==> config.mk <==
export PLATFORM = sky130hd
export DESIGN_NAME = alu_entry_sequencer_flat
export DESIGN_NICKNAME = d
export VERILOG_FILES = /design/src/rtl/alu_entry_sequencer_if.sv /design/src/rtl/alu_entry_sequencer.sv /design/src/flat_wrapper.sv
export SDC_FILE = /design/constraint.sdc
export NUM_CORES = 1
export LEC_CHECK = 0
export BUFFER_PORTS_ARGS = -buffer_cell sky130_fd_sc_hd__buf_2
export CORE_UTILIZATION = 56
export CTS_BUF_LIST = sky130_fd_sc_hd__clkbuf_4 sky130_fd_sc_hd__clkbuf_8
export DETAILED_ROUTE_END_ITERATION = 10
export PLACE_DENSITY_LB_ADDON = 0.08
export SYNTH_ARGS = -nofsm -noshare
export SYNTH_HDL_FRONTEND = slang
export SYNTH_SLANG_ARGS = --single-unit
==> constraint.sdc <==
create_clock -name clock -period 2.68 [get_ports clock]
set_clock_uncertainty 0.05 [all_clocks]
set_input_delay 0.268 -clock clock [delete_from_list [all_inputs] [get_ports clock]]
set_output_delay 0.268 -clock clock [all_outputs]
set_load 0.05 [all_outputs]
==> src/rtl/alu_entry_sequencer_if.sv <==
// Command, ALU-bus and response signals between a host, the entry sequencer and the ALU datapath.
// master = host/datapath side, slave = sequencer side.
interface alu_entry_sequencer_if #(
  parameter int DATA_W = 8
);
  logic              cmd_valid;
  logic              cmd_ready;
  logic [3:0]        cmd_opcode;
  logic [DATA_W-1:0] cmd_a;
  logic [DATA_W-1:0] cmd_b;
  logic              enter;
  logic [DATA_W-1:0] data_out;
  logic [DATA_W-1:0] result_in;
  logic              rsp_valid;
  logic              rsp_ready;
  logic [DATA_W-1:0] rsp_result;

  modport master (
    output cmd_valid, cmd_opcode, cmd_a, cmd_b, result_in, rsp_ready,
    input  cmd_ready, enter, data_out, rsp_valid, rsp_result
  );

  modport slave (
    input  cmd_valid, cmd_opcode, cmd_a, cmd_b, result_in, rsp_ready,
    output cmd_ready, enter, data_out, rsp_valid, rsp_result
  );
endinterface

==> src/rtl/alu_entry_sequencer.sv <==
// Replays one ALU instruction as settle-then-enter phases (opcode, A, [B], OUT), (3 or 4)*(SETTLE+1) cycles,
// then holds the result until rsp_ready; cmd_ready is low while busy. ALU_SEQ_PHASE_EN adds the `phase` output.
module alu_entry_sequencer #(
  parameter int DATA_W = 8,
  parameter int SETTLE = 2
) (
  input  logic                 clock,
  input  logic                 reset,
  alu_entry_sequencer_if.slave bus
`ifdef ALU_SEQ_PHASE_EN
  ,output logic [1:0]          phase
`endif
);
  typedef enum logic [2:0] {IDLE, PH_OP, PH_A, PH_B, PH_OUT, RESP} state_t;

  localparam logic [3:0] SETTLE_N = 4'(SETTLE);
  localparam logic [3:0] OP_NEG   = 4'b0010;
  localparam logic [3:0] OP_NOT   = 4'b0111;

  state_t            state;
  logic [3:0]        cnt;
  logic [3:0]        op_q;
  logic [DATA_W-1:0] a_q;
  logic [DATA_W-1:0] b_q;
  logic [DATA_W-1:0] data_q;
  logic [DATA_W-1:0] result_q;
  logic              enter_q;
  logic              cmd_ready_q;
  logic              rsp_valid_q;
  logic              single_op;

  assign single_op = (op_q == OP_NEG) || (op_q == OP_NOT);

  always_ff @(posedge clock or posedge reset) begin
    if (reset) begin
      state       <= IDLE;
      cnt         <= '0;
      op_q        <= '0;
      a_q         <= '0;
      b_q         <= '0;
      data_q      <= '0;
      result_q    <= '0;
      enter_q     <= 1'b0;
      cmd_ready_q <= 1'b1;
      rsp_valid_q <= 1'b0;
    end else begin
      case (state)
        IDLE: begin
          if (bus.cmd_valid) begin
            op_q        <= bus.cmd_opcode;
            a_q         <= bus.cmd_a;
            b_q         <= bus.cmd_b;
            data_q      <= DATA_W'(bus.cmd_opcode);
            cnt         <= '0;
            cmd_ready_q <= 1'b0;
            state       <= PH_OP;
          end
        end
        PH_OP, PH_A, PH_B, PH_OUT: begin
          if (cnt == SETTLE_N) begin
            // Enter cycle: the controller advances on this edge, so the next phase's value goes out now.
            cnt     <= '0;
            enter_q <= 1'b0;
            case (state)
              PH_OP: begin
                state  <= PH_A;
                data_q <= a_q;
              end
              PH_A: begin
                state  <= single_op ? PH_OUT : PH_B;
                data_q <= single_op ? '0 : b_q;
              end
              PH_B: begin
                state  <= PH_OUT;
                data_q <= '0;
              end
              default: begin
                state       <= RESP;
                data_q      <= '0;
                result_q    <= bus.result_in;
                rsp_valid_q <= 1'b1;
              end
            endcase
          end else begin
            cnt     <= cnt + 4'd1;
            enter_q <= (cnt + 4'd1 == SETTLE_N);
          end
        end
        RESP: begin
          if (bus.rsp_ready) begin
            rsp_valid_q <= 1'b0;
            cmd_ready_q <= 1'b1;
            state       <= IDLE;
          end
        end
        default: state <= IDLE;
      endcase
    end
  end

`ifdef ALU_SEQ_PHASE_EN
  // Mirrors the controller's state; it only moves on the edge that ends an enter cycle.
  always_ff @(posedge clock or posedge reset) begin
    if (reset) begin
      phase <= 2'd0;
    end else if (enter_q) begin
      case (state)
        PH_OP:   phase <= 2'd1;
        PH_A:    phase <= single_op ? 2'd3 : 2'd2;
        PH_B:    phase <= 2'd3;
        default: phase <= 2'd0;
      endcase
    end
  end
`endif

  assign bus.cmd_ready  = cmd_ready_q;
  assign bus.enter      = enter_q;
  assign bus.data_out   = data_q;
  assign bus.rsp_valid  = rsp_valid_q;
  assign bus.rsp_result = result_q;
endmodule

==> src/flat_wrapper.sv <==
// flat-port wrapper written by rule: the top's interface ports become plain ports
module alu_entry_sequencer_flat 
#(
  parameter int DATA_W = 8,
  parameter int SETTLE = 2
)
  (clock, reset, bus_cmd_valid, bus_cmd_opcode, bus_cmd_a, bus_cmd_b, bus_result_in, bus_rsp_ready, bus_cmd_ready, bus_enter, bus_data_out, bus_rsp_valid, bus_rsp_result);
  alu_entry_sequencer_if #(.DATA_W(DATA_W)) bus_i ();
  input  logic clock;
  input  logic reset;
  input wire logic [$bits(bus_i.cmd_valid)-1:0] bus_cmd_valid;
  input wire logic [$bits(bus_i.cmd_opcode)-1:0] bus_cmd_opcode;
  input wire logic [$bits(bus_i.cmd_a)-1:0] bus_cmd_a;
  input wire logic [$bits(bus_i.cmd_b)-1:0] bus_cmd_b;
  input wire logic [$bits(bus_i.result_in)-1:0] bus_result_in;
  input wire logic [$bits(bus_i.rsp_ready)-1:0] bus_rsp_ready;
  output wire logic [$bits(bus_i.cmd_ready)-1:0] bus_cmd_ready;
  output wire logic [$bits(bus_i.enter)-1:0] bus_enter;
  output wire logic [$bits(bus_i.data_out)-1:0] bus_data_out;
  output wire logic [$bits(bus_i.rsp_valid)-1:0] bus_rsp_valid;
  output wire logic [$bits(bus_i.rsp_result)-1:0] bus_rsp_result;
  assign bus_i.cmd_valid = bus_cmd_valid;
  assign bus_i.cmd_opcode = bus_cmd_opcode;
  assign bus_i.cmd_a = bus_cmd_a;
  assign bus_i.cmd_b = bus_cmd_b;
  assign bus_i.result_in = bus_result_in;
  assign bus_i.rsp_ready = bus_rsp_ready;
  assign bus_cmd_ready = bus_i.cmd_ready;
  assign bus_enter = bus_i.enter;
  assign bus_data_out = bus_i.data_out;
  assign bus_rsp_valid = bus_i.rsp_valid;
  assign bus_rsp_result = bus_i.rsp_result;
  alu_entry_sequencer #(.DATA_W(DATA_W), .SETTLE(SETTLE)) u_core (.clock(clock), .reset(reset), .bus(bus_i));
endmodule
## Yosys cells after proc, flatten, opt, wreduce, memory -nomap -nowiden

Cells that the tools add are included.

| word-level totals | value |
|---|---|
| word-level logic and storage cells | 61 |
| output and inout bits | 19 |
| bits of input ports | 32 |
| flip-flop bits (word level) | 46 |

| cells by class | value |
|---|---|
| bitwise gates (word level) | 1 |
| $add $sub $neg | 1 |
| equal/unequal tests | 13 |
| reductions and logical operators | 14 |
| mux-type cells | 22 |

Operators with widths:

| operator | number |
|---|---|
| one-hot mux 8 bit (2 select lines) | 2 |
| 2-to-1 mux 8 bit | 3 |
| one-hot mux 3 bit (3 select lines) | 2 |
| equality test 4 x 2 -> 1 bit, second input constant | 3 |
| 2-to-1 mux 3 bit | 4 |
| AND reduction 3 bit | 4 |
| 2-to-1 mux 4 bit | 2 |
| one-hot mux 4 bit (2 select lines) | 1 |
| equality test 3 x 2 -> 1 bit, second input constant | 2 |
| equality test 3 bit, second input constant | 2 |
| 2-to-1 mux 1 bit | 6 |
| inequality test 2 bit, second input constant | 3 |
| nonzero test 2 bit | 3 |
| adder 4 x 1 -> 4 bit, second input constant | 1 |
| equality test 4 x 3 -> 1 bit, second input constant | 1 |
| one-hot mux 1 bit (2 select lines) | 2 |
| AND reduction 2 bit | 2 |
| AND reduction 4 bit | 1 |
| OR reduction 4 bit | 1 |
| equality test 3 x 1 -> 1 bit, second input constant | 1 |
| zero test 3 bit | 1 |
| OR reduction 3 bit | 1 |
| inequality test 2 x 1 -> 1 bit, second input constant | 1 |
| logical OR 1 bit | 1 |
| NOT 1 bit | 1 |

## Longest topological paths before layout

| depth | value |
|---|---|
| depth in word-level cells | 6 |
| gate-level depth with buffers | 6 |
| mapped depth without buffers | 6 |

## Worst setup path before layout

No wires, ideal clock.

| timing path | value |
|---|---|
| kind | flip-flop to flip-flop |
| start | register u_core.cnt[0] |
| end | register u_core.data_q[0], in the netlist u_core.bus.data_out[0] |
| stages on the path, launching flop included | 7 |
| required time | 2.504 ns |
| clock period less this slack | 1.905 ns |
| data arrival time | 1.729 ns |
| buffers on the path | 0 |
| setup slack | 0.775 ns |
| library setup time | 0.126 ns |
| path through | dfrtp_1 > inv_1 > ha_1 > or3b_4 > o21ai_4 > o221ai_4 > a221o_1 |

| on the way | value |
|---|---|
| word-level cells in the longest chain between the ends | 3 |

RTL lines:

| element | RTL line | RTL |
|---|---|---|
| from (decl) | alu_entry_sequencer.sv:21 | `logic [3:0] cnt;` |
| from (signal assigned) | alu_entry_sequencer.sv:85 | `cnt <= cnt + 4'd1;` |
| equality test 4 x 2 -> 1 bit | alu_entry_sequencer.sv:60 | `if (cnt == SETTLE_N) begin` |
| inequality test 2 x 1 -> 1 bit (no source line) | -- |  |
| AND reduction 3 bit (no source line) | -- |  |
| to (signal assigned) | alu_entry_sequencer.sv:53 | `data_q <= DATA_W'(bus.cmd_opcode);` |
| to (signal assigned) | alu_entry_sequencer.sv:67 | `data_q <= a_q;` |
| to (signal assigned) | alu_entry_sequencer.sv:71 | `data_q <= single_op ? '0 : b_q;` |
| to (decl) | alu_entry_sequencer.sv:25 | `logic [DATA_W-1:0] data_q;` |

No other way between the ends.
A chain may end at the register's enable or synchronous reset.

## Worst setup path after layout

| timing path | value |
|---|---|
| start | register u_core.cnt[0] |
| end | register u_core.data_q[1], in the netlist u_core.bus.data_out[1] |

The elaborated chain is that of the path after synthesis.

==> flow_summary.toml <==
[synthesis]
syn_avg_cell_area_um2 = 12.5
synth_area_leader_cell = "dfrtp_1"
synth_top_area_share_pct = 49.7
synth.yosys.seq_area_share_pct = 50.9
synthesis.area_um2 = 2270
ys_types = 47
syn_inst = 181
ys_ff_latch = 46
synthFlopType = "dfrtp_1"
synth_edf_count = 0
async_flop_share_pct = 100
ys_warn_count = 0
synth_area_leaders = "dfrtp_1, mux2_2, a22o_2"
syn_nets = 216

[timing]
fin_crit_sh_pct = 79.5
worstMarginPinSlew_ps = 930
period_minus_slack_ps = 2130
setup-violations-final = 0
fmax_ghz = 0.470
maxSlewViolCount = 0
relSlewSlack_pct = 37.9
fin_setup_tns_ps = 0
rsz0062_at_grt = "no"
hold_viol = 0

[critical_path]
r2r_end = "u_core.bus.data_out[1]"
critical_path_buf_inv_count = 1
critPathRequiredTime_ps = 2820
end_kind = "flip-flop"
worstPathCellList = "inv_1 -> ha_1 -> or3b_4 -> o21ai_4 -> o221ai_4 -> a221o_1"
rrSetupSlack_ps = 550
startpoint = "u_core.cnt[0]"
critPathLaunchType = "flip-flop"
crit_slowest_cell = "dfrtp_1"
crit_end = "u_core.bus.data_out[1]"
criticalPathCategory = "flip-flop to flip-flop"
critical_path_depth = 6
r2r_cells = 6
cp_top_family = "compound AO/OA/AOI/OAI gates"
cp.arrival_ps = 2270
crit_path_max_incr_delay_ps = 460
critPathMaxFanout = 9
r2r_start = "u_core.cnt[0]"

[finish]
nets = 263
regArea_um2 = 1150
syn2layout_area_growth_pct = 14.0
diodes = 0
nFillCells = 284
drive_above_1_share_pct = 46.3
multi_input_area_um2 = 995

[floorplanning]
fp-row-count = 22
die_y_um = 65.6
io_pins = 51
core-area_um2 = 3770
die_area_um2 = 4300
initial_core_util_pct = 60.1
die_w_um = 65.6

[clock_tree]
cts_tree = "built"
clock_sink_count = 46
clk-insertion-delay-late_ps = 300
cts_made_buffers = 5
post_cts_buffers = 0
clkTransAtPathRegs_ps = 80
clk_root_buffer_cell = "clkbuf_8"
cts_hold_buf = 0
htree_levels = 2
cts_buffer_depth = 2
cts_resized = 0

[route]
routed_wl_mm = 4.25
first_iter_violations = 68
dr.pass1.iters = 5
vias = 1600
wl_per_cell_um = 15.4
ant_nets = 0
drc = 0
viasPerCell = 5.78

[placed_design]
dp_hpwl_mm = 3.04
gp_congestion = 0.830
io_buffers = 50

[pwr]
intPower_mw = 1.92
p_leak_nw = 1.18
power_mw = 3.46
switching_share_pct = 44.5
ir_worst_vdd_uv = 728
seq_power_share_pct = 37.4
power-per-cell-area_nw_per_um2 = 1340
p_sw_mw = 1.54
clock_power_share_pct = 13.3
combPwrFrac_pct = 49.3

[global_routing]
grt_antenna_before_repair = 0
grt_pass1_wl_mm = 7.29
gr-total-overflow = 0
grt_pass1_vias = 1620
grt_max_degree = 47
grt_usage_pct = 23.0

[min_path]
hp-class = "primary input to asynchronous set/reset pin"

[run]
drv_cap = 0

[outcome]
status = "completed"
-- worst min path at each step --
stage / start / endpoint / slack (ps)
floorplan: bus_cmd_b[4] / u_core.b_q[4] / 350
global placement: u_core.bus.enter / u_core.bus.enter / 410
detailed placement: u_core.b_q[4] / u_core.b_q[4] / 440
CTS: bus_cmd_b[4] / u_core.b_q[4] / 130
global route: bus_result_in[5] / u_core.bus.rsp_result[5] / 130
finish: reset / u_core.bus.rsp_result[7] / 110
-- cells in the mapped netlist (2+ instances only) --
cell	count
and2_2	3
xnor2_1	2
nor2b_1	3
a22o_1	4
or3_1	2
ha_1	3
buf_4	2
nand3_1	3
dfrtp_1	45
nor3_1	2
clkbuf_8	2
a22o_2	8
nand2b_1	2
nand2_1	10
inv_1	7
buf_6	3
nor3_2	2
a22oi_1	2
a21oi_1	5
a211oi_1	2
mux2_2	25
o21ai_0	9
a31oi_1	3
a221o_1	4
nor2_1	4
mux2_1	3
-- logic make-up (layout without fill, tap and decap cells) --
family	Yosys count	in the layout	synth area share, %
buffers and inverters	17	65	5.25
AOI/OAI and AO/OA	43	43	15.7
xor gates and xnor gates	3	3	1.16
adders and majority gates	4	4	2.10
muxes	28	28	13.9
DFF	46	46	50.9
and+or+nand+nor	40	40	11.0
-- state kept, by name, summed over array words and instances (netlist names) --
| register | count |
|---|---|
| u_core.a_q | 8 |
| u_core.b_q | 8 |
| u_core.bus.data_out | 8 |
| u_core.bus.rsp_result | 8 |
| u_core.cnt | 4 |
| u_core.op_q | 4 |
| u_core.state | 3 |
| u_core.bus.cmd_ready | 1 |
| u_core.bus.enter | 1 |
| u_core.bus.rsp_valid | 1 |
-- layer usage --
| layer | track usage [%] | part of all wire [%] |
|---|---|---|
| met1 | 28.6 | 43 |
| met2 | 37.8 | 50 |
| met3 | 6.94 | 5.3 |
| met4 | 8.15 | 1.3 |
| met5 | 0 | 0 |
-- worst reg2reg max path: cells and delay by family (launching register included) --
kind                     cells  cell delay (ps)
AND/OR/NAND/NOR              1              430
flip-flops                   1              460
AO/OA/AOI/OAI                3              790
buffers and inverters        1               90
adder cells (fa/ha/maj)      1              200
-- power by group through the flow --
stage	Sequential, mW	Clock (mW)	Combinational (mW)
2_1_floorplan	1.61	0	1.12
3_3_place_gp	1.28	0	1.66
3_5_place_dp	1.31	0	1.71
4_1_cts	1.30	0.472	1.71
5_1_grt	1.35	0.500	1.84
6_report	1.29	0.459	1.71
-- through the flow --
stage	util [%]	hold slack, ps	cell area [µm²]	setup slack, ps	instances
after floorplan	-	353	2270	775	181
after global placement	65.9	411	2480	610	269
after detailed placement	65.9	435	2480	576	269
after CTS	68.5	132	2580	551	277
after global routing	68.5	130	2580	418	277
final	68.5	107	2580	550	277
-- final cells by class --
cell class              count  share of cell area (%)
clock buffers               7                    3.49
clock inverters             1                   0.339
inverters                   7                    1.02
multi-input cells         118                    38.5
flip-flops and latches     46                    44.6
well taps                  48                    2.33
repair buffers             50                    9.69
-- cells in the final DEF (no fill, tap or decap), types with 2 or more instances in the layout --
cell type / synthesis / final
nor2b_1: 3 / 3
nand3_1: 3 / 3
nand2_1: 10 / 10
or3_1: 2 / 2
xnor2_1: 2 / 2
a22o_2: 8 / 8
mux2_2: 25 / 25
a221o_1: 4 / 4
ha_1: 3 / 3
a211oi_1: 2 / 2
nand2b_1: 2 / 2
nor3_1: 2 / 2
dfrtp_1: 45 / 45
o21ai_0: 9 / 9
clkbuf_8: 2 / 6
a22oi_1: 2 / 2
nor2_1: 4 / 4
and2_2: 3 / 3
a22o_1: 4 / 4
a31oi_1: 3 / 3
nor3_2: 2 / 2
mux2_1: 3 / 3
inv_1: 7 / 6
buf_2: 1 / 50
a21oi_1: 5 / 5
Note: power is estimated with default switching activity, not from simulation.
